### config.mk
export PLATFORM = sky130hd
export DESIGN_NAME = cnn_load_seq
export DESIGN_NICKNAME = d
export VERILOG_FILES = /design/src/rtl/cnn_load_seq.sv
export SDC_FILE = /design/constraint.sdc
export NUM_CORES = 1
export LEC_CHECK = 0
export CORE_ASPECT_RATIO = 1.5
export CORE_MARGIN = 2
export CORE_UTILIZATION = 48
export DETAILED_ROUTE_END_ITERATION = 8
export PLACE_DENSITY = 0.77
export SETUP_SLACK_MARGIN = 0.1
export SLEW_MARGIN = 40
export SYNTH_ARGS = -nofsm -noshare
export SYNTH_HDL_FRONTEND = slang
export SYNTH_SLANG_ARGS = --single-unit
### constraint.sdc
create_clock -name clk -period 2.1 [get_ports clk]
set_input_delay 0.42 -clock clk [delete_from_list [all_inputs] [get_ports clk]]
set_output_delay 0.42 -clock clk [all_outputs]
set_load 0.005 [all_outputs]
### src/rtl/cnn_load_seq.sv
// rtl/cnn_load_seq.sv - sequences one kernel+frame load from memory into the CNN compute block.
module cnn_load_seq #(
  parameter int          FRT    = 14,
  parameter int          KSZ    = 3,
  parameter logic [15:0] W_BASE = 16'h0000,
  parameter logic [15:0] I_BASE = 16'h0010
) (
  input  logic        clk,
  input  logic        reset,
  input  logic        start,
  input  logic        com_end,
  output logic        mem_rd,
  output logic [15:0] mem_addr,
  input  logic [15:0] mem_rdata,
  output logic        w_load,
  output logic [15:0] w_in,
  output logic        i_load,
  output logic [15:0] i_in,
  output logic        busy,
  output logic        done
);

  localparam int KK = KSZ * KSZ;
  localparam int N  = KK + FRT * FRT;
  localparam int CW = $clog2(N + 1);
  localparam logic [CW-1:0] N_C  = CW'(N);
  localparam logic [CW-1:0] KK_C = CW'(KK);

  typedef enum logic [1:0] {IDLE, FETCH, HOLD, FIN} state_t;

  state_t        state, state_n;
  logic [CW-1:0] iss_cnt, iss_cnt_n;
  logic [CW-1:0] ret_cnt, ret_cnt_n;
  logic          rd_pend, rd_pend_n;
  logic          mem_rd_n, w_load_n, i_load_n, busy_n, done_n;
  logic [15:0]   mem_addr_n, w_in_n, i_in_n;
  logic [15:0]   iss_off;

  assign iss_off = 16'(iss_cnt);

  always_ff @(posedge clk) begin
    if (reset) begin
      state    <= IDLE;
      iss_cnt  <= '0;
      ret_cnt  <= '0;
      rd_pend  <= 1'b0;
      mem_rd   <= 1'b0;
      mem_addr <= '0;
      w_load   <= 1'b0;
      w_in     <= '0;
      i_load   <= 1'b0;
      i_in     <= '0;
      busy     <= 1'b0;
      done     <= 1'b0;
    end else begin
      state    <= state_n;
      iss_cnt  <= iss_cnt_n;
      ret_cnt  <= ret_cnt_n;
      rd_pend  <= rd_pend_n;
      mem_rd   <= mem_rd_n;
      mem_addr <= mem_addr_n;
      w_load   <= w_load_n;
      w_in     <= w_in_n;
      i_load   <= i_load_n;
      i_in     <= i_in_n;
      busy     <= busy_n;
      done     <= done_n;
    end
  end

  always_comb begin
    state_n    = state;
    iss_cnt_n  = iss_cnt;
    ret_cnt_n  = ret_cnt;
    rd_pend_n  = mem_rd;
    mem_rd_n   = mem_rd;
    mem_addr_n = mem_addr;
    w_load_n   = 1'b0;
    w_in_n     = w_in;
    i_load_n   = i_load;
    i_in_n     = i_in;
    busy_n     = busy;
    done_n     = 1'b0;

    // rd_pend marks the cycle in which mem_rdata carries the word of the previous issue
    if (rd_pend && state == FETCH) begin
      ret_cnt_n = ret_cnt + 1'b1;
      if (ret_cnt < KK_C) begin
        w_load_n = 1'b1;
        w_in_n   = mem_rdata;
      end else begin
        i_load_n = 1'b1;
        i_in_n   = mem_rdata;
      end
    end

    case (state)
      IDLE: begin
        if (start) begin
          state_n    = FETCH;
          mem_rd_n   = 1'b1;
          mem_addr_n = W_BASE;
          iss_cnt_n  = CW'(1);
          ret_cnt_n  = '0;
          busy_n     = 1'b1;
        end
      end
      FETCH: begin
        if (iss_cnt < N_C) begin
          mem_rd_n   = 1'b1;
          mem_addr_n = (iss_cnt < KK_C) ? W_BASE + iss_off
                                        : I_BASE + iss_off - 16'(KK);
          iss_cnt_n  = iss_cnt + 1'b1;
        end else begin
          mem_rd_n = 1'b0;
        end
        if (rd_pend && ret_cnt == N_C - 1'b1) state_n = HOLD;
      end
      HOLD: begin
        // last pixel stays presented until the compute block reports completion
        if (com_end) begin
          state_n  = FIN;
          i_load_n = 1'b0;
          busy_n   = 1'b0;
          done_n   = 1'b1;
        end
      end
      FIN: state_n = IDLE;
      default: state_n = IDLE;
    endcase
  end

endmodule

### Yosys cells after proc, flatten, opt, wreduce, memory -nomap -nowiden

Index checks and enable logic that the tools add are counted.

| storage, ports and cells | value |
|---|---|
| bits in registers | 72 |
| ROM bits | 0 |
| RAM bits | 0 |
| latch bits | 0 |
| memories kept | 0 |
| output and inout bits | 53 |

| operators by class | value |
|---|---|
| multipliers | 0 |
| reductions and logical operators | 13 |
| shift-type cells | 0 |
| $lt $le $gt $ge | 3 |
| muxes and demuxes | 25 |
| equal/unequal tests | 8 |
| bitwise gates (word level) | 3 |
| add/subtract/negate cells | 4 |
| div/mod/pow operators | 0 |

Operator list:

| cell | number |
|---|---|
| 16-bit two-way mux | 3 |
| 8-bit two-way mux | 5 |
| 16-bit one-hot mux with 2 select lines | 1 |
| 8-bit by 1-bit adder with 8-bit output (second input constant) | 2 |
| 8-bit by 4-bit < comparator with 1-bit output (second input constant) | 2 |
| 8-bit one-hot mux with 2 select lines | 1 |
| 9-bit by 4-bit subtractor with 10-bit output (second input constant) | 1 |
| 5-bit by 8-bit adder with 9-bit output (first input constant) | 1 |
| 1-bit two-way mux | 9 |
| 3-bit AND reduction | 3 |
| 8-bit == test (second input constant) | 1 |
| 8-bit < comparator (second input constant) | 1 |
| 2-bit one-hot mux with 4 select lines | 1 |
| 2-bit two-way mux | 3 |
| 2-bit AND reduction | 3 |
| 2-bit == test (second input constant) | 2 |
| 2-bit by 1-bit != test with 1-bit output (second input constant) | 2 |
| 2-bit != test (second input constant) | 2 |
| 1-bit one-hot mux with 2 select lines | 2 |
| 2-bit nonzero test | 2 |
| 2-bit OR reduction | 2 |
| 1-bit inverter | 3 |
| 2-bit by 1-bit == test with 1-bit output (second input constant) | 1 |
| 1-bit logical AND | 2 |
| 2-bit logical NOT | 1 |

### Depth between registers and ports, before layout

Gate-level depths: netlist of run 1.

| logic depth | value |
|---|---|
| depth in word-level cells | 5 |
| gate-level depth with buffers | 9 |

### Least setup slack after synthesis of run 1

No wires, ideal clock.

| path | value |
|---|---|
| path type | reg2reg |
| start | reg iss_cnt[0] |
| end | reg mem_addr[8] |
| setup slack | 0.255 ns |
| buffers on the path | 0 |
| clock period less this slack | 1.845 ns |
| cell stages (with the launch flop) | 8 |
| data arrival time | 1.786 ns |
| library setup time | 0.059 ns |
| cell sequence | dfxtp_1 > inv_1 > ha_1 > nand3b_1 > a21oi_1 > nor2_1 > nor2_1 > and2_1 |

| on the way | value |
|---|---|
| word-level cells in the longest chain between the ends | 5 |
| elaborated cells on any way between the ends | 9 |
| those cells by class | 2 x add/sub; 2 x order compare; 1 x eq/ne; 3 x mux; 1 x reduce/logical |

RTL lines:

| what | RTL line | text |
|---|---|---|
| start: declaration | 32 | `logic [CW-1:0] iss_cnt, iss_cnt_n;` |
| start signal: assignment | 57 | `iss_cnt <= iss_cnt_n;` |
| 5-bit by 8-bit adder with 9-bit output | 112 | `: I_BASE + iss_off - 16'(KK);` |
| 9-bit by 4-bit subtractor with 10-bit output | 112 |  |
| 16-bit two-way mux | 111 | `mem_addr_n = (iss_cnt < KK_C) ? W_BASE + iss_off` |
| 16-bit two-way mux | 109 | `if (iss_cnt < N_C) begin` |
| 16-bit one-hot mux with 2 select lines | 97 | `case (state)` |
| end signal: assignment | 61 | `mem_addr <= mem_addr_n;` |
| end: declaration | 13 | `output logic [15:0] mem_addr,` |

Several ways; a longest one is shown, not always the timed one. The select of a mux whose other input is x is not followed.
A chain may end at the register's enable or synchronous reset.

### Final worst setup path of run 1

| path | value |
|---|---|
| start | reg ret_cnt[4] |
| end | reg w_in[10] |

| on the way | value |
|---|---|
| word-level cells in the longest chain between the ends | 2 |

RTL lines:

| what | RTL line | text |
|---|---|---|
| start: declaration | 33 | `logic [CW-1:0] ret_cnt, ret_cnt_n;` |
| start signal: assignment | 58 | `ret_cnt <= ret_cnt_n;` |
| 8-bit by 4-bit < comparator with 1-bit output | 88 | `if (ret_cnt < KK_C) begin` |
| 2-bit AND reduction (no source line) | n/a |  |
| end signal: assignment | 63 | `w_in <= w_in_n;` |
| end: declaration | 16 | `output logic [15:0] w_in,` |

Every way passes these cells.

==> results.toml, run 1 <==
[finish]
drive_above_1_share_pct = 10.3
design_area_um2 = 3790
layout.nets = 402
area_growth_syn_to_layout_pct = 36.0
fillers = 472
antenna_cells = 0

[grt]
antenna_found_initial = 0
grt_pass1_vias = 2297
grt_overflow = 0
grt_pass1_wl_um = 10400
grt_max_degree = 38
gr-usage-all-layers_pct = 21.2

[floorplan]
die_h_um = 97.3
std_cell_rows = 34
core_area_um2 = 5700
ioPinCount = 73
die_area_um2 = 6450
start_util_pct = 48.9
fp.dieW_um = 66.2

[yosys]
synthTopCellsByArea = "dfxtp_1 (47%), mux2i_1 (12%), nor2_1 (7.9%), ha_1 (3.6%), xnor2_1 (3.5%)"
yosys.area.top_type = "dfxtp_1"
synth_xor_area_share_pct = 5.66
yosysTopAreaCellShare_pct = 46.7
synth_fa_ha_area_share_pct = 3.59
yosys.area_share.simple_pct = 19.1
syn-cell-area_um2 = 2790
synthCells = 300
avgSynthCellArea_um2 = 9.29
synthArstFlopShare_pct = 0
synth_cell_types = 43
synthTopCellsByCount = "dfxtp_1 (65), nor2_1 (59), mux2i_1 (33)"
synth_top_family_by_area = "simple AND/OR/NAND/NOR gates"
yosysMostFrequentCell = "dfxtp_1"
synth.mux.area_fraction_pct = 11.8
synth_flop_cell = "dfxtp_1"
synth-seq-area-share_pct = 46.7
ys_ff_latch = 65
yosysWarningCount = 0
synth_edf_count = 0
synth_compound_area_share_pct = 7.00

[routing]
drc = 0
drtIter0Drc = 103
vias = 2283
drtAntennaViolNets = 0
wl_per_cell_um = 14.4
vias_per_cell = 5.06
drt_wl_total_um = 6500
first_pass_iters = 5

[timing]
fin_crit_ns = 1.89
rsz0062_at_grt = "false"
finalSetupViolCount = 0
slew_violations = 0
finalCritPeriodShare_pct = 89.9
max_freq_mhz = 530
hold_viol = 0
clock_skew_ns = 0.00951
tns_ns = 0
fin_ws_ns = 0.212

[worst_setup_path]
crit_path_start_kind = "register"
slowest_delay_ns = 0.55
critical_path_arrival_ns = 2.10
critPathTopFamily = "simple AND/OR/NAND/NOR gates"
cp_data_required_time_ns = 2.32
cp_slowest_cell = "or4_1"
path_buf_inv = 1
path_max_fanout = 9
endpoint_kind = "register"
crit_chain = "or4_1 -> a21oi_2 -> and2_2 -> buf_12 -> mux2i_2 -> nor2_1"
crit_type = "reg2reg"

[power_and_ir_drop]
p_leak_uw = 0.00136
powerDensity_nw_per_um2 = 868
vdd_drop_max_mv = 0.654

[outcome]
status = "finished, final reports clean"

[place]
dpl.hpwl_um = 4470
dpl-instance-area_um2 = 3540
place_ws_ns = -0.0527
place_congestion = 0.836
portBuffers = 65

[clock_tree]
root_buffer = "clkbuf_8"
htree_levels = 3
clk_latency_ns = 0.34
post_cts_resized = 0
cts_setup_buffers = 0
cts_tree = "built"
cts_hold_buffers = 0
clockBufferDepth = 2
cts_buffers = 9
cts.clk_slew.worst_paths_ns = 0.07
clkSinkCount = 65

[worst_hold_path]
hold_path_class = "reg2reg"

[job]
maxCapViolations = 0
[worst min-delay path, cell delays in order (launching register included)]
cell and delay (ns):
dfxtp_1 0.32, nand2_1 0.05, a21oi_1 0.05
[path summary, 6_finish.rpt]
| kind | startpoint | end | slack (ns) | depth (start not counted) |
|---|---|---|---|---|
| hold / removal | mem_addr[7] | mem_addr[7] | 0.46 | 2 |
| hold reg to reg | mem_addr[7] | mem_addr[7] | 0.46 | 2 |
| setup / recovery | ret_cnt[4] | w_in[10] | 0.21 | 6 |
| setup reg to reg | ret_cnt[4] | w_in[10] | 0.21 | 6 |
[state kept, by name, summed over array words and instances (netlist names)]
name	flops
state	2
ret_cnt	8
done	1
i_in	16
w_in	16
w_load	1
i_load	1
rd_pend	1
mem_addr	9
busy	1
iss_cnt	8
mem_rd	1
[logic make-up (layout without fill, tap and decap cells)]
| logic type | after synthesis | after routing |
|---|---|---|
| buf+inv | 30 | 103 |
| compound gates | 29 | 29 |
| other cells | 1 | 7 |
| flops | 65 | 65 |
| mux | 33 | 33 |
| xor+xnor | 18 | 18 |
| simple gates | 116 | 116 |
| fa+ha+maj | 8 | 8 |
[power breakdown]
| part | switching, uW | internal (uW) | leakage (uW) |
|---|---|---|---|
| Sequential | 55.8 | 1300 | 0.000525 |
| Clock | 501 | 668 | 0.000106 |
| Combinational | 401 | 359 | 0.000725 |
| Total | 958 | 2330 | 0.00136 |
[layer usage]
layer / share of wire (%) / track usage, % / vias up / wire length [um]
met2: 52 / 35.5 / 70 / 3390
met1: 39 / 22.5 / 1072 / 2550
li1: - / - / 1137 / -
met3: 7.8 / 9.97 / 4 / 510
met5: 0 / 0 / - / 0
met4: 0.86 / 8.01 / 0 / 56
[final cells by class]
cell class / count / area, um^2 / share of cell area [%]
clock inverter: 7 / 93.8 / 2.48
sequential: 65 / 1300 / 34.3
multi-input combinational: 211 / 1350 / 35.7
clock buffer: 9 / 124 / 3.27
tap: 72 / 90.1 / 2.38
inverter: 8 / 30.0 / 0.792
timing repair buffer: 79 / 798 / 21.1
[through the flow]
stage                     hold slack, ns  total power, uW  cells  util (%)
after floorplan                    0.448             1840    306         -
after global placement             0.451             2110    434      62.0
after detailed placement           0.453             2120    434      62.0
after CTS                          0.465             3300    450      65.8
after global routing               0.480             3440    451      66.5
final                              0.462             3290    451      66.5
[cells in the final DEF (no fill, tap or decap), types with 7 or more instances in the layout]
| master | count |
|---|---|
| a21oi_1 | 12 |
| buf_4 | 11 |
| clkbuf_8 | 9 |
| clkdlybuf4s50_1 | 65 |
| conb_1 | 7 |
| dfxtp_1 | 65 |
| ha_1 | 8 |
| inv_1 | 8 |
| mux2i_1 | 31 |
| nand2_1 | 19 |
| nand4_1 | 7 |
| nor2_1 | 58 |
| xnor2_1 | 11 |
| xor2_1 | 7 |
(Power assumes the default switching activity.)
==> run 2: changes to the inputs <==
Settings changed: GPL_TIMING_DRIVEN set to 0, HOLD_SLACK_MARGIN set to 0.06.
==> run 2 against run 1 <==
- utilization is 1.2 points higher
- sequential share of layout area is 0.60 points lower
- worst setup slack worse by 0.072 ns
- final cell count is 3.8% higher
- non-clock buffer count is 17 higher
- sequential power hardly changed
- wire length is 3.1% lower
- critical path depth is 1 lower
- combinational power is 3.3% lower
- via count is 2.3% higher
- flip-flop and latch count stayed put
- critical path type is now in2reg
- critical endpoint is now mem_addr[6]
- largest cell class unchanged
==> results.toml, run 2 (synthesis gave the netlist of run 1 again) <==
[routing]
drt_wl_total_um = 6300
drtAntennaViolNets = 0
drc = 0
drtIter0Drc = 89
wl_per_cell_um = 13.5
vias_per_cell = 4.99
vias = 2335
first_pass_iters = 4

[place]
dpl.hpwl_um = 4460
portBuffers = 65
dp_cells = 443
place_congestion = 0.877
dpl-instance-area_um2 = 3550

[worst_setup_path]
cp_data_required_time_ns = 2.36
reg2reg_depth = 7
critical_path_arrival_ns = 2.22
critical_path.startpoint = "start"
r2r_end = "iss_cnt[0]"
r2r_slack_ns = 0.16
endpoint_kind = "register"
crit_type = "in2reg"
crit_path_start_kind = "input pin"
regToRegStartpoint = "iss_cnt[0]"
path_max_fanout = 10

[timing]
finalCritPeriodShare_pct = 93.3
finalSetupViolCount = 0
fin_crit_ns = 1.96
rsz0062_at_grt = "true"
holdWs_ns = 0.455
slew_violations = 0
hold_viol = 0
slew_headroom_pct = 66.3
worstMarginPinSlew_ns = 0.505
clock_skew_ns = 0.00539
max_freq_mhz = 510

[clock_tree]
clkSinkCount = 65
cts.clk_slew.worst_paths_ns = 0.06
cts_buffers = 9
cts_tree = "built"
clockBufferDepth = 2
root_buffer = "clkbuf_8"
clk_latency_ns = 0.33
htree_levels = 3

[worst_hold_path]
hold_path_class = "reg2reg"
min_to = "mem_addr[4]"
hold-path-cell-count = 2
min_from = "mem_addr[4]"

[floorplan]
core_area_um2 = 5700
die_h_um = 97.3
start_util_pct = 48.9
die_area_um2 = 6450
std_cell_rows = 34
ioPinCount = 73
fp.dieW_um = 66.2

[power_and_ir_drop]
powerDensity_nw_per_um2 = 806
p_leak_uw = 0.00141
total_power_uw = 3110
vdd_drop_max_mv = 0.765

[grt]
gr-usage-all-layers_pct = 20.9
grt_overflow = 0
grt_pass1_wl_um = 10600
grt_max_degree = 11
antenna_found_initial = 0
grt_pass1_vias = 2349

[finish]
multi_input_area_um2 = 1390
fillers = 471
finalNonFillerCells = 468
final_util_pct = 67.7
largestRegisters = "i_in (16), w_in (16), mem_addr (9)"
drive_above_1_share_pct = 11.9
layout.nets = 419
final_cell_mix = "dfxtp_1 (65), clkdlybuf4s50_1 (65), nor2_1 (58)"
antenna_cells = 0
seqCellArea_um2 = 1300
area_growth_syn_to_layout_pct = 38.4
design_area_um2 = 3860

[outcome]
status = "finished, final reports clean"

[job]
maxCapViolations = 0
==> run 2: area by class of cell <==
| type | instances | area share, % |
|---|---|---|
| plain buffers | 22 | 3.63 |
| clock inverters | 2 | 0.259 |
| clock buffers | 14 | 4.74 |
| flip-flops and latches | 65 | 33.7 |
| multi-input cells | 211 | 35.9 |
| inverters | 8 | 0.778 |
| repair buffers | 74 | 18.6 |
| well taps | 72 | 2.34 |
==> run 2: critical path, stage by stage <==
cell,delay (ns)
clkdlybuf4s50_1,0.56
nand2_1,0.11
a21boi_4,0.19
or4b_2,0.74
o2bb2ai_1,0.19
==> run 2: metrics by stage <==
| step | setup WS (ns) | setup TNS (ns) |
|---|---|---|
| after floorplan | 0.255 | 0 |
| after global placement | -0.377 | -3.34 |
| after detailed placement | -0.408 | -3.85 |
| after CTS | 0.102 | 0 |
| after global routing | 0.0247 | 0 |
| final | 0.140 | 0 |
==> run 2: power by group <==
part	switching (uW)	internal [uW]	total (uW)	leakage (uW)
clock	457	555	1010	0.000102
sequential	54.6	1300	1360	0.000525
combinational	399	338	736	0.000784
==> run 2: what timing repair did <==
item                       4_1_cts  5_1_grt
cloned                           0        0
pin swaps                        0        2
setup endpoints to repair       22       26
hold buffers                     0        0
setup buffers                    0        9
resized for setup                6        4
==> run 2: worst max-delay path by stage <==
stage,end,slack [ns],cells past startpoint
2_1_floorplan,mem_addr[8],0.25,7
3_3_place_gp,mem_addr[8],-0.38,6
3_5_place_dp,mem_addr[6],-0.41,6
4_1_cts,w_in[12],0.10,7
5_1_grt,iss_cnt[0],0.02,7
6_report,mem_addr[6],0.14,5
==> run 2: layer usage <==
layer / routed length (um) / track usage, % / part of all wire, % / vias to the layer above
met4: 102 / 7.85 / 1.6 / 0
met5: 0 / 0 / 0 / -
met1: 2580 / 23.2 / 41 / 1088
met3: 452 / 9.15 / 7.2 / 12
met2: 3170 / 34.6 / 50 / 61
li1: - / - / - / 1174
